### config.mk
export PLATFORM = sky130hd
export DESIGN_NAME = vga_layer_mixer
export DESIGN_NICKNAME = d
export VERILOG_FILES = /design/src/rtl/vga_pkg.sv /design/src/rtl/vga_fade_fsm.sv /design/src/rtl/vga_layer_mixer.sv
export SDC_FILE = /design/constraint.sdc
export NUM_CORES = 1
export LEC_CHECK = 0
export ABC_CLOCK_PERIOD_IN_PS = 3400
export CORE_MARGIN = 4
export CORE_UTILIZATION = 40
export DETAILED_ROUTE_END_ITERATION = 8
export PLACE_DENSITY = 0.68
export SLEW_MARGIN = 20
export SYNTH_ARGS = -nofsm -noshare
export SYNTH_HDL_FRONTEND = slang
export SYNTH_SLANG_ARGS = --single-unit
### constraint.sdc
create_clock -name clk_dot -period 3.4 [get_ports clk_dot]
set_clock_uncertainty 0.1 [all_clocks]
set_input_delay 0.68 -clock clk_dot [delete_from_list [all_inputs] [get_ports clk_dot]]
set_output_delay 0.68 -clock clk_dot [all_outputs]
set_load 0.02 [all_outputs]
### src/rtl/vga_pkg.sv
// vga_pkg: shared widths, layer indices, fade states and brightness scaling for the VGA output stage
package vga_pkg;
   localparam int RGB_W = 12;
   localparam int CH_W = 4;
   localparam int LYR_DRAW = 0;
   localparam int LYR_MEDRES = 1;
   localparam int LYR_TEXT = 2;
   localparam int LYR_SPRITE = 3;
   localparam logic [1:0] OPEN = 2'd0;
   localparam logic [1:0] FADE_OUT = 2'd1;
   localparam logic [1:0] DARK = 2'd2;
   localparam logic [1:0] FADE_IN = 2'd3;
   typedef logic [RGB_W-1:0] rgb_t;
   // (c * (b + 1)) >> 4: b = 15 is identity, b = 0 is black
   function automatic logic [CH_W-1:0] scale_ch(input logic [CH_W-1:0] c, input logic [3:0] b);
      logic [8:0] p;
      p = {5'd0, c} * ({5'd0, b} + 9'd1);
      return p[7:4];
   endfunction
   function automatic rgb_t scale_rgb(input rgb_t c, input logic [3:0] b);
      return {scale_ch(c[11:8], b), scale_ch(c[7:4], b), scale_ch(c[3:0], b)};
   endfunction
endpackage

### src/rtl/vga_fade_fsm.sv
// vga_fade_fsm: frame tick, frame counter and frame-synchronous fade-in/fade-out brightness control
module vga_fade_fsm
   import vga_pkg::*;
#(
   parameter logic VS_POL = 1'b1,
   parameter int FADE_RATE = 2
) (
   input logic clk_dot,
   input logic reset,
   input logic vs_d,
   input logic fade_req,
   output logic [3:0] bright,
   output logic fade_busy,
   output logic [15:0] frame_cnt
);
   logic vs_q, tick, step;
   logic [1:0] state, state_nxt;
   logic [3:0] bright_nxt;
   logic [7:0] div;
   assign tick = (vs_d == VS_POL) && (vs_q != VS_POL);
   assign step = tick && (div == 8'(FADE_RATE - 1));
   assign fade_busy = (state == FADE_OUT) || (state == FADE_IN);
   // a reversal of fade_req takes priority over a coincident step
   always_comb begin
      state_nxt = state;
      bright_nxt = bright;
      case (state)
         OPEN: state_nxt = fade_req ? FADE_OUT : OPEN;
         FADE_OUT:
            if (!fade_req) state_nxt = FADE_IN;
            else if (step) begin
               bright_nxt = (bright == 4'd0) ? 4'd0 : bright - 4'd1;
               state_nxt = (bright <= 4'd1) ? DARK : FADE_OUT;
            end
         DARK: state_nxt = fade_req ? DARK : FADE_IN;
         default:
            if (fade_req) state_nxt = FADE_OUT;
            else if (step) begin
               bright_nxt = (bright == 4'd15) ? 4'd15 : bright + 4'd1;
               state_nxt = (bright >= 4'd14) ? OPEN : FADE_IN;
            end
      endcase
   end
   always_ff @(posedge clk_dot) begin
      if (reset) begin
         state <= OPEN;
         bright <= 4'd15;
         div <= '0;
         frame_cnt <= '0;
         vs_q <= VS_POL;
      end else begin
         state <= state_nxt;
         bright <= bright_nxt;
         vs_q <= vs_d;
         frame_cnt <= frame_cnt + 16'(tick);
         div <= (state_nxt != state || step) ? 8'd0 : tick ? div + 8'd1 : div;
      end
   end
endmodule

### src/rtl/vga_layer_mixer.sv
// vga_layer_mixer: aligns sync/active with the layer pipelines, composites layers, applies fade
// brightness and registers Hsync/Vsync/RGB for the IOB flops
module vga_layer_mixer
   import vga_pkg::*;
#(
   parameter int SYNC_DLY = 2,
   parameter logic VS_POL = 1'b1,
   parameter logic SYNC_IDLE = 1'b0,
   parameter int FADE_RATE = 2
) (
   input logic clk_dot,
   input logic reset,
   input logic vga_hsync,
   input logic vga_vsync,
   input logic vid_active,
   input logic [RGB_W-1:0] rgb_draw,
   input logic [RGB_W-1:0] rgb_medres,
   input logic [RGB_W-1:0] rgb_text,
   input logic [RGB_W-1:0] rgb_sprite,
   input logic [3:0] layer_en,
   input logic mix_mode,
   input logic [RGB_W-1:0] bg_rgb,
   input logic fade_req,
   output logic hsync_out,
   output logic vsync_out,
   output logic [RGB_W-1:0] rgb_out,
   output logic [3:0] bright,
   output logic fade_busy,
   output logic [15:0] frame_cnt
);
   logic [2:0] sync_sr [SYNC_DLY];
   logic hs_d, vs_d, act_d, hs_a, vs_a;
   rgb_t lyr [4];
   rgb_t or_mix, pri_mix, mix, mix_a;
   assign {hs_d, vs_d, act_d} = sync_sr[SYNC_DLY-1];
   assign lyr[LYR_DRAW] = rgb_draw;
   assign lyr[LYR_MEDRES] = rgb_medres;
   assign lyr[LYR_TEXT] = rgb_text;
   assign lyr[LYR_SPRITE] = rgb_sprite;
   // ascending scan so the highest-priority opaque layer is the last to win
   always_comb begin
      or_mix = '0;
      pri_mix = bg_rgb;
      for (int i = 0; i < 4; i++) begin
         or_mix = or_mix | (layer_en[i] ? lyr[i] : '0);
         pri_mix = (layer_en[i] && lyr[i] != '0) ? lyr[i] : pri_mix;
      end
   end
   assign mix = !act_d ? '0 : mix_mode ? pri_mix : or_mix;
   always_ff @(posedge clk_dot) begin
      if (reset) begin
         for (int i = 0; i < SYNC_DLY; i++) sync_sr[i] <= '0;
         mix_a <= '0;
         hs_a <= SYNC_IDLE;
         vs_a <= SYNC_IDLE;
         hsync_out <= SYNC_IDLE;
         vsync_out <= SYNC_IDLE;
         rgb_out <= '0;
      end else begin
         sync_sr[0] <= {vga_hsync, vga_vsync, vid_active};
         for (int i = 1; i < SYNC_DLY; i++) sync_sr[i] <= sync_sr[i-1];
         mix_a <= mix;
         hs_a <= hs_d;
         vs_a <= vs_d;
         hsync_out <= hs_a;
         vsync_out <= vs_a;
         rgb_out <= scale_rgb(mix_a, bright);
      end
   end
   vga_fade_fsm #(
      .VS_POL(VS_POL),
      .FADE_RATE(FADE_RATE)
   ) u_fade (
      .clk_dot(clk_dot),
      .reset(reset),
      .vs_d(vs_d),
      .fade_req(fade_req),
      .bright(bright),
      .fade_busy(fade_busy),
      .frame_cnt(frame_cnt)
   );
endmodule

==> results.tsv, run 1 <==
stage	metric	value	unit
power_and_ir_drop	Power Dens Cells	305	mW/mm^2
logic_synthesis	Seq/Total Area, Yosys	28.0	%
logic_synthesis	Synthesized Nets	681	
finish	Final Net Count	800	
placement	worst setup slack after placement	-0.0214	ns
logic_synthesis	synthesized cell area	0.00464	sq mm
floorplan	Die Area	0.0134	sq mm
finish	most frequent cells in the layout	clkdlybuf4s50_1, dfxtp_1, nand2_1	
placement	GP Congestion	0.887	
route	wire per inst	16.0	microns
worst_setup_path	Arrival @ worst endpoint	3.49	ns
grt	total congestion overflow	0	
sta	Pins Over Slew Limit	0	
sta	worst setup margin	0.00862	ns
worst_setup_path	crit path cell chain	buf_6, nand3_4, xnor2_2, buf_6, and2_4, fa_1, inv_2, fa_1, inv_2, ha_4, a21o_1, a31o_4, a31oi_4, xnor2_2, nor2_1	
floorplan	core region area	0.0114	sq mm
finish	layout cell share with drive strength beyond 1	13.6	%
clock_tree	clock tree buffer depth	2	
worst_setup_path	Largest delay share family, worst path	adder cells	
power_and_ir_drop	total power draw	0.00201	W
outcome	outcome	complete, no violations	
floorplan	die height	116	microns
route	TritonRoute pass-1 iters	6	
sta	Slew headroom	49.8	%
sta	Final Cycle Share	99.7	%
clock_tree	CTS Sinks	65	
clock_tree	htree depth	3	
worst_hold_path	hold crit path type	reg -> reg	
placement	PortBufs	105	
worst_setup_path	CP max stage delay	0.55	ns
clock_tree	CTS tree	yes	
worst_setup_path	Crit. End Element	register	
logic_synthesis	top_reg_cell synth	dfxtp_1	
finish	n_diodes	0	
worst_setup_path	critical path peak fanout	6	
worst_setup_path	startpoint types	register	
route	Final ANT Viol Nets	0	
route	drc violations	0	
worst_setup_path	slack of the worst reg-to-reg path	0.009	ns
sta	endpoints failing hold	0	
sta	final setup fails	0	
grt	pin count of the biggest net entering global routing	45	
floorplan	FP Rows	39	
worst_setup_path	critical path class	reg -> reg	
clock_tree	Root Driver	clkbuf_16	
finish	Layout area overhead	42.1	%
floorplan	# IOs	106	
finish	commonest non-fill, non-tap cell in the layout	clkdlybuf4s50_1	
floorplan	Die Wd	116	microns
grt	GRT Util Overall	19.8	%
floorplan	Starting Density	40.8	%
sta	RSZ-0062 raised after global routing	true	
worst_setup_path	critical path required time	3.50	ns
route	vias	4668	
route	routed wire length	13.2	mm
power_and_ir_drop	Pleak	2.73	nW
clock_tree	clock slew at reported path FFs	0.05	ns
finish	fillers	1010	
logic_synthesis	Post-Syn Area per Cell	8.30	sq um
clock_tree	clk_lat worst skew	0.33	ns
placement	placed cell area	0.00596	sq mm
route	number of vias per cell	5.65	
logic_synthesis	cells after synthesis	559	
grt	initial antenna violation count	0	
sta	fmax	295	MHz
logic_synthesis	FF+latch count, synth	65	
run	Max-cap violations	0	
logic_synthesis	Yosys cell types	50	
grt	vias in the first global route	4685	
logic_synthesis	Post-synth EDFFs	0	
worst_setup_path	Buf/Inv on CP	4	
clock_tree	Post-CTS Hold Buffers	0	
finish	Finished Cell Area	0.00659	sq mm
sta	slew of the pin with the lowest slew margin	0.751	ns
placement	DP Wirelength	9.71	mm
power_and_ir_drop	Max VDD drop	0.351	mV
grt	first-pass GRT wire length	21.7	mm
logic_synthesis	ys async rst share	0	%
route	Iter 0 DRT Violations	370	
sta	post-route minimum period	3.39	ns
logic_synthesis	Synthesis Warnings	0	
worst_setup_path	CP max stage cell	fa_1	
clock_tree	CTS Buf Count	9	
## cells by family after synthesis
| family | Yosys count | synth area share (%) |
|---|---|---|
| AO/OA/AOI/OAI | 136 | 19.4 |
| flip-flops | 65 | 28.0 |
| buffers and inverters | 65 | 5.85 |
| adder cells (fa/ha/maj) | 51 | 16.2 |
| AND/OR/NAND/NOR | 202 | 22.9 |
| multiplexers | 1 | 0.216 |
| XOR/XNOR | 39 | 7.36 |
## per-stage QoR
stage	setup TNS (ns)	std cells	hold slack (ns)	utilization (%)
2_1_floorplan	0	559	0.314	-
3_3_place_gp	0	795	0.326	52.4
3_5_place_dp	-0.0214	795	0.326	52.4
4_1_cts	-0.0289	816	0.343	56.4
5_1_grt	-0.547	826	0.363	58.0
6_report	0	826	0.336	58.0
## final cells by class
cell class / instances / area, sq um / share of cell area [%]
multi-input cells: 429 / 3300 / 50.1
flip-flops and latches: 65 / 1310 / 19.9
inverters: 33 / 131 / 1.99
well taps: 143 / 179 / 2.71
repair buffers: 140 / 1350 / 20.5
clock buffers: 14 / 307 / 4.65
clock inverters: 2 / 15.0 / 0.228
## metal layers
layer | GRT usage, % | wire (microns) | vias up
met4 | 7.27 | 316 | 0
met1 | 23.8 | 5530 | 2191
li1 | - | - | 2222
met2 | 34.8 | 6490 | 233
met5 | 0 | 0 | -
met3 | 4.13 | 907 | 22
## path summary, 6_finish.rpt
check,start,to,cells after the start
hold reg to reg,sync_sr[0][5]$_SDFF_PP0_,hs_a$_SDFF_PP0_,1
setup reg to reg,u_fade.bright[1]$_SDFFE_PP1P_,rgb_out[3]$_SDFF_PP0_,15
hold / removal,sync_sr[0][5]$_SDFF_PP0_,hs_a$_SDFF_PP0_,1
setup / recovery,u_fade.bright[1]$_SDFFE_PP1P_,rgb_out[3]$_SDFF_PP0_,15
## synthesized netlist by cell type (2+ instances only)
library cell | instances | area (sq um)
or4_1 | 2 | 15.0
dfxtp_1 | 65 | 1300
nor4_1 | 9 | 56.3
xnor2_1 | 17 | 149
nand3b_1 | 12 | 90.1
a21oi_1 | 36 | 180
and2_1 | 21 | 131
inv_1 | 33 | 124
nor2b_1 | 19 | 119
nand2_1 | 51 | 191
a221o_1 | 2 | 20.0
or2_2 | 2 | 12.5
o211ai_1 | 3 | 22.5
clkbuf_1 | 26 | 97.6
buf_6 | 3 | 33.8
and3_1 | 16 | 100
fa_1 | 15 | 300
o21ai_0 | 21 | 105
a222oi_1 | 12 | 120
xor2_1 | 22 | 193
a211oi_1 | 14 | 105
nand3_1 | 11 | 55.1
a21o_1 | 6 | 45.0
nor2_1 | 36 | 135
o21ai_1 | 13 | 65.1
a31oi_1 | 5 | 31.3
ha_1 | 36 | 450
nor3_1 | 5 | 25.0
nand4_1 | 5 | 31.3
a31o_2 | 3 | 26.3
and4_1 | 5 | 43.8
or3_1 | 4 | 25.0
a22oi_1 | 12 | 90.1
## where the power goes
part	switching, W	leakage [nW]	total, W	internal, W
sequential	0.0000118	0.527	0.000786	0.000774
clock	0.000325	0.151	0.000947	0.000622
combinational	0.000138	2.05	0.000281	0.000144
total	0.000474	2.73	0.00201	0.00154
## worst register-to-register path: stages, from the launching register on
cell and delay (ns):
dfxtp_4 0.36, buf_6 0.12, nand3_4 0.08, xnor2_2 0.15
buf_6 0.14, and2_4 0.16, fa_1 0.55, inv_2 0.04
fa_1 0.52, inv_2 0.05, ha_4 0.22, a21o_1 0.19
a31o_4 0.23, a31oi_4 0.15, xnor2_2 0.14, nor2_1 0.06
## registers in the layout (all words and copies together) (netlist names)
register / flops
u_fade.vs_q: 1
hsync_out: 1
mix_a: 12
hs_a: 1
u_fade.state: 2
u_fade.bright: 4
vs_a: 1
rgb_out: 12
sync_sr: 6
u_fade.frame_cnt: 16
u_fade.div: 8
vsync_out: 1
## repair_timing
item,in CTS,in global routing
setup buffers,5,11
pin swaps,15,24
hold endpoints to repair,0,0
setup endpoints to repair,2,11
resized for setup,13,24
Power figures use the tool's default switching activity.
==> run 2: changes to the inputs <==
- CELL_PAD_IN_SITES_DETAIL_PLACEMENT: not set -> 1
- CELL_PAD_IN_SITES_GLOBAL_PLACEMENT: not set -> 1
- CORE_UTILIZATION: 40 -> 34
- PLACE_DENSITY: 0.68 -> 0.76
- SETUP_SLACK_MARGIN: not set -> 0.4
==> run 2 against run 1 <==
Count of clock-buffer cells in the layout shrank 4. Via count grew 1.6%. Utilization shrank 7.7 points. Routed wire length grew 19%. Combinational power grew 3%. Setup slack gained 0.019 ns. Design area grew 1.4%. Critical path depth shrank 1. Maximum frequency grew 0.55%. Critical path type unchanged. Highest routed layer unchanged.
==> results.tsv, run 2 (same netlist as run 1, synthesis figures left out) <==
stage	metric	value	unit	change
sta	Pins Over Slew Limit	0		unchanged
worst_hold_path	hold_sp	hs_a$_SDFF_PP0_		
power_and_ir_drop	Max VDD drop	0.197	mV	-44%
finish	commonest non-fill, non-tap cell in the layout	clkdlybuf4s50_1		
clock_tree	CTS Buf Count	9		unchanged
finish	max FFs per register	16		unchanged
floorplan	Die Area	0.0156	sq mm	+16%
worst_setup_path	Arrival @ worst endpoint	3.48	ns	about the same
sta	worst hold slack	0.345	ns	+0.00926 ns
grt	initial antenna violation count	0		unchanged
outcome	outcome	complete, no violations		
clock_tree	clk_lat worst skew	0.34	ns	about the same
route	number of vias per cell	5.52		-2.4%
floorplan	die height	125	microns	+7.9%
finish	n_diodes	0		unchanged
sta	RSZ-0062 raised after global routing	true		
worst_setup_path	slack of the worst reg-to-reg path	0.03	ns	+0.02 ns
clock_tree	clock slew at reported path FFs	0.06	ns	about the same
power_and_ir_drop	Seq pwr share	39.4	%	+0.4 points
route	Iter 0 DRT Violations	297		-20%
clock_tree	Root Driver	clkbuf_16		
finish	layout cell share with drive strength beyond 1	15.2	%	+1.6 points
clock_tree	htree depth	3		unchanged
finish	most frequent cells in the layout	clkdlybuf4s50_1, dfxtp_1, nand2_1		
clock_tree	clock tree buffer depth	2		unchanged
power_and_ir_drop	sw frac	26.8	%	+3.3 points
finish	Finished Cell Area	0.00669	sq mm	+1.4%
route	wire per inst	18.3	microns	+14%
power_and_ir_drop	combinational power share	14.5	%	+0.5 points
floorplan	Die Wd	125	microns	+7.9%
route	drc violations	0		unchanged
worst_setup_path	startpoint types	register		
placement	Inst Count DP	820		+3.1%
worst_setup_path	critical path class	reg -> reg		
sta	Slew headroom	32.4	%	-17 points
placement	DP Wirelength	11.4	mm	+17%
sta	Final Cycle Share	99.2	%	-0.55 points
power_and_ir_drop	Power Dens Cells	299	mW/mm^2	-2.2%
sta	post-route minimum period	3.37	ns	-0.0186 ns
grt	first-pass GRT wire length	25.6	mm	+18%
finish	Post-Layout Cell Count	860		+4.1%
sta	fmax	296	MHz	+0.55%
worst_setup_path	critical path peak fanout	5		-1
worst_setup_path	worst reg2reg path depth	14		-1
worst_hold_path	Endpoint, Worst Hold	hsync_out$_SDFF_PP0_		
route	vias	4744		+1.6%
sta	final setup fails	0		unchanged
clock_tree	CTS tree	yes		
grt	pin count of the biggest net entering global routing	45		unchanged
worst_setup_path	Crit. End Element	register		
finish	top flop regs	u_fade.frame_cnt (16), mix_a (12), rgb_out (12)		
placement	placed cell area	0.00601	sq mm	+0.80%
sta	slew of the pin with the lowest slew margin	1.01	ns	+0.261 ns
worst_hold_path	Hold Path Cell Cnt	1		unchanged
power_and_ir_drop	total power draw	0.00200	W	-0.80%
floorplan	core region area	0.0133	sq mm	+17%
power_and_ir_drop	Pleak	2.75	nW	+0.63%
floorplan	# IOs	106		unchanged
floorplan	FP Rows	42		+7.7%
route	TritonRoute pass-1 iters	5		-1
power_and_ir_drop	clock network power share	46.1	%	-0.9 points
run	Max-cap violations	0		unchanged
route	Final ANT Viol Nets	0		unchanged
worst_setup_path	critical path required time	3.51	ns	about the same
route	routed wire length	15.7	mm	+19%
clock_tree	CTS Sinks	65		unchanged
finish	Final Net Count	801		+0.13%
worst_setup_path	CP Launch Point	u_fade.bright[0]$_SDFFE_PP1P_		
worst_hold_path	hold crit path type	reg -> reg		
finish	Core Util, Final	50.3	%	-7.7 points
placement	GP Congestion	0.867		-2.2%
worst_setup_path	Reg2Reg Launch Point	u_fade.bright[0]$_SDFFE_PP1P_		
worst_setup_path	Worst R2R End	rgb_out[2]$_SDFF_PP0_		
floorplan	Starting Density	34.9	%	-5.9 points
grt	GRT Util Overall	19.7	%	-0.043 points
finish	Layout area overhead	44.1	%	
placement	PortBufs	105		unchanged
sta	endpoints failing hold	0		unchanged
power_and_ir_drop	Internal	0.00146	W	-5.0%
power_and_ir_drop	P_sw	0.000535	W	+13%
finish	Reg with most FFs	u_fade.frame_cnt		
grt	total congestion overflow	0		unchanged
grt	vias in the first global route	5185		+11%
==> run 2: worst max-delay path by stage <==
stage | end | slack [ns]
after floorplan | rgb_out[11]$_SDFF_PP0_ | 0.13
after global placement | rgb_out[7]$_SDFF_PP0_ | 0.09
after detailed placement | rgb_out[7]$_SDFF_PP0_ | -0.01
after CTS | rgb_out[6]$_SDFF_PP0_ | 0.06
after global routing | rgb_out[2]$_SDFF_PP0_ | -0.08
final | rgb_out[2]$_SDFF_PP0_ | 0.03
==> run 2: timing repair <==
item | CTS | global route
hold buffers | 0 | 0
pin swaps | 10 | 17
setup buffers | 13 | 10
cloned | 1 | 0
endpoints found under the hold margin | 0 | 0
endpoints found under the setup margin | 12 | 12
gates resized for setup | 19 | 18
==> run 2: final cells by class <==
cell class                 count  area [sq um]
clock buffer                  10           250
inverter                      33           126
multi-input combinational    429          3360
fill                        1567          6610
timing repair buffer         141          1370
sequential                    65          1310
clock inverter                 6          50.0
tap                          176           220
==> run 2: per-stage QoR <==
step | setup WS, ns | setup TNS (ns)
finish | 0.0273 | 0
global route | -0.0763 | -0.215
CTS | 0.0556 | 0
detailed placement | -0.0114 | -0.0114
global placement | 0.0939 | 0
floorplan | 0.128 | 0
==> run 2: power by group through the flow <==
stage                     Combinational (W)  Clock, W  Sequential (W)
after floorplan                    0.000134         0        0.000801
after global placement             0.000271         0        0.000802
after detailed placement           0.000282         0        0.000802
after global routing               0.000314  0.000973        0.000788
after CTS                          0.000287  0.000936        0.000786
final                              0.000290  0.000921        0.000786
==> run 2: critical path, cell delays in order, from the launching register on <==
cell and delay (ns):
dfxtp_4 0.38, ha_4 0.19, xor2_4 0.15, buf_6 0.14, and2_4 0.13, fa_1 0.49
inv_2 0.04, fa_1 0.55, inv_2 0.05, ha_4 0.22, a21o_1 0.17, a31o_4 0.23
a21oi_2 0.15, xor2_1 0.19, nor2_1 0.06
==> run 2: metal layers <==
metal	wire length, microns	vias up	track usage, %
met5	0	-	0
met4	334	0	7.59
met3	897	25	3.56
met2	7980	192	35.1
met1	6540	2308	23.6
li1	-	2219	-
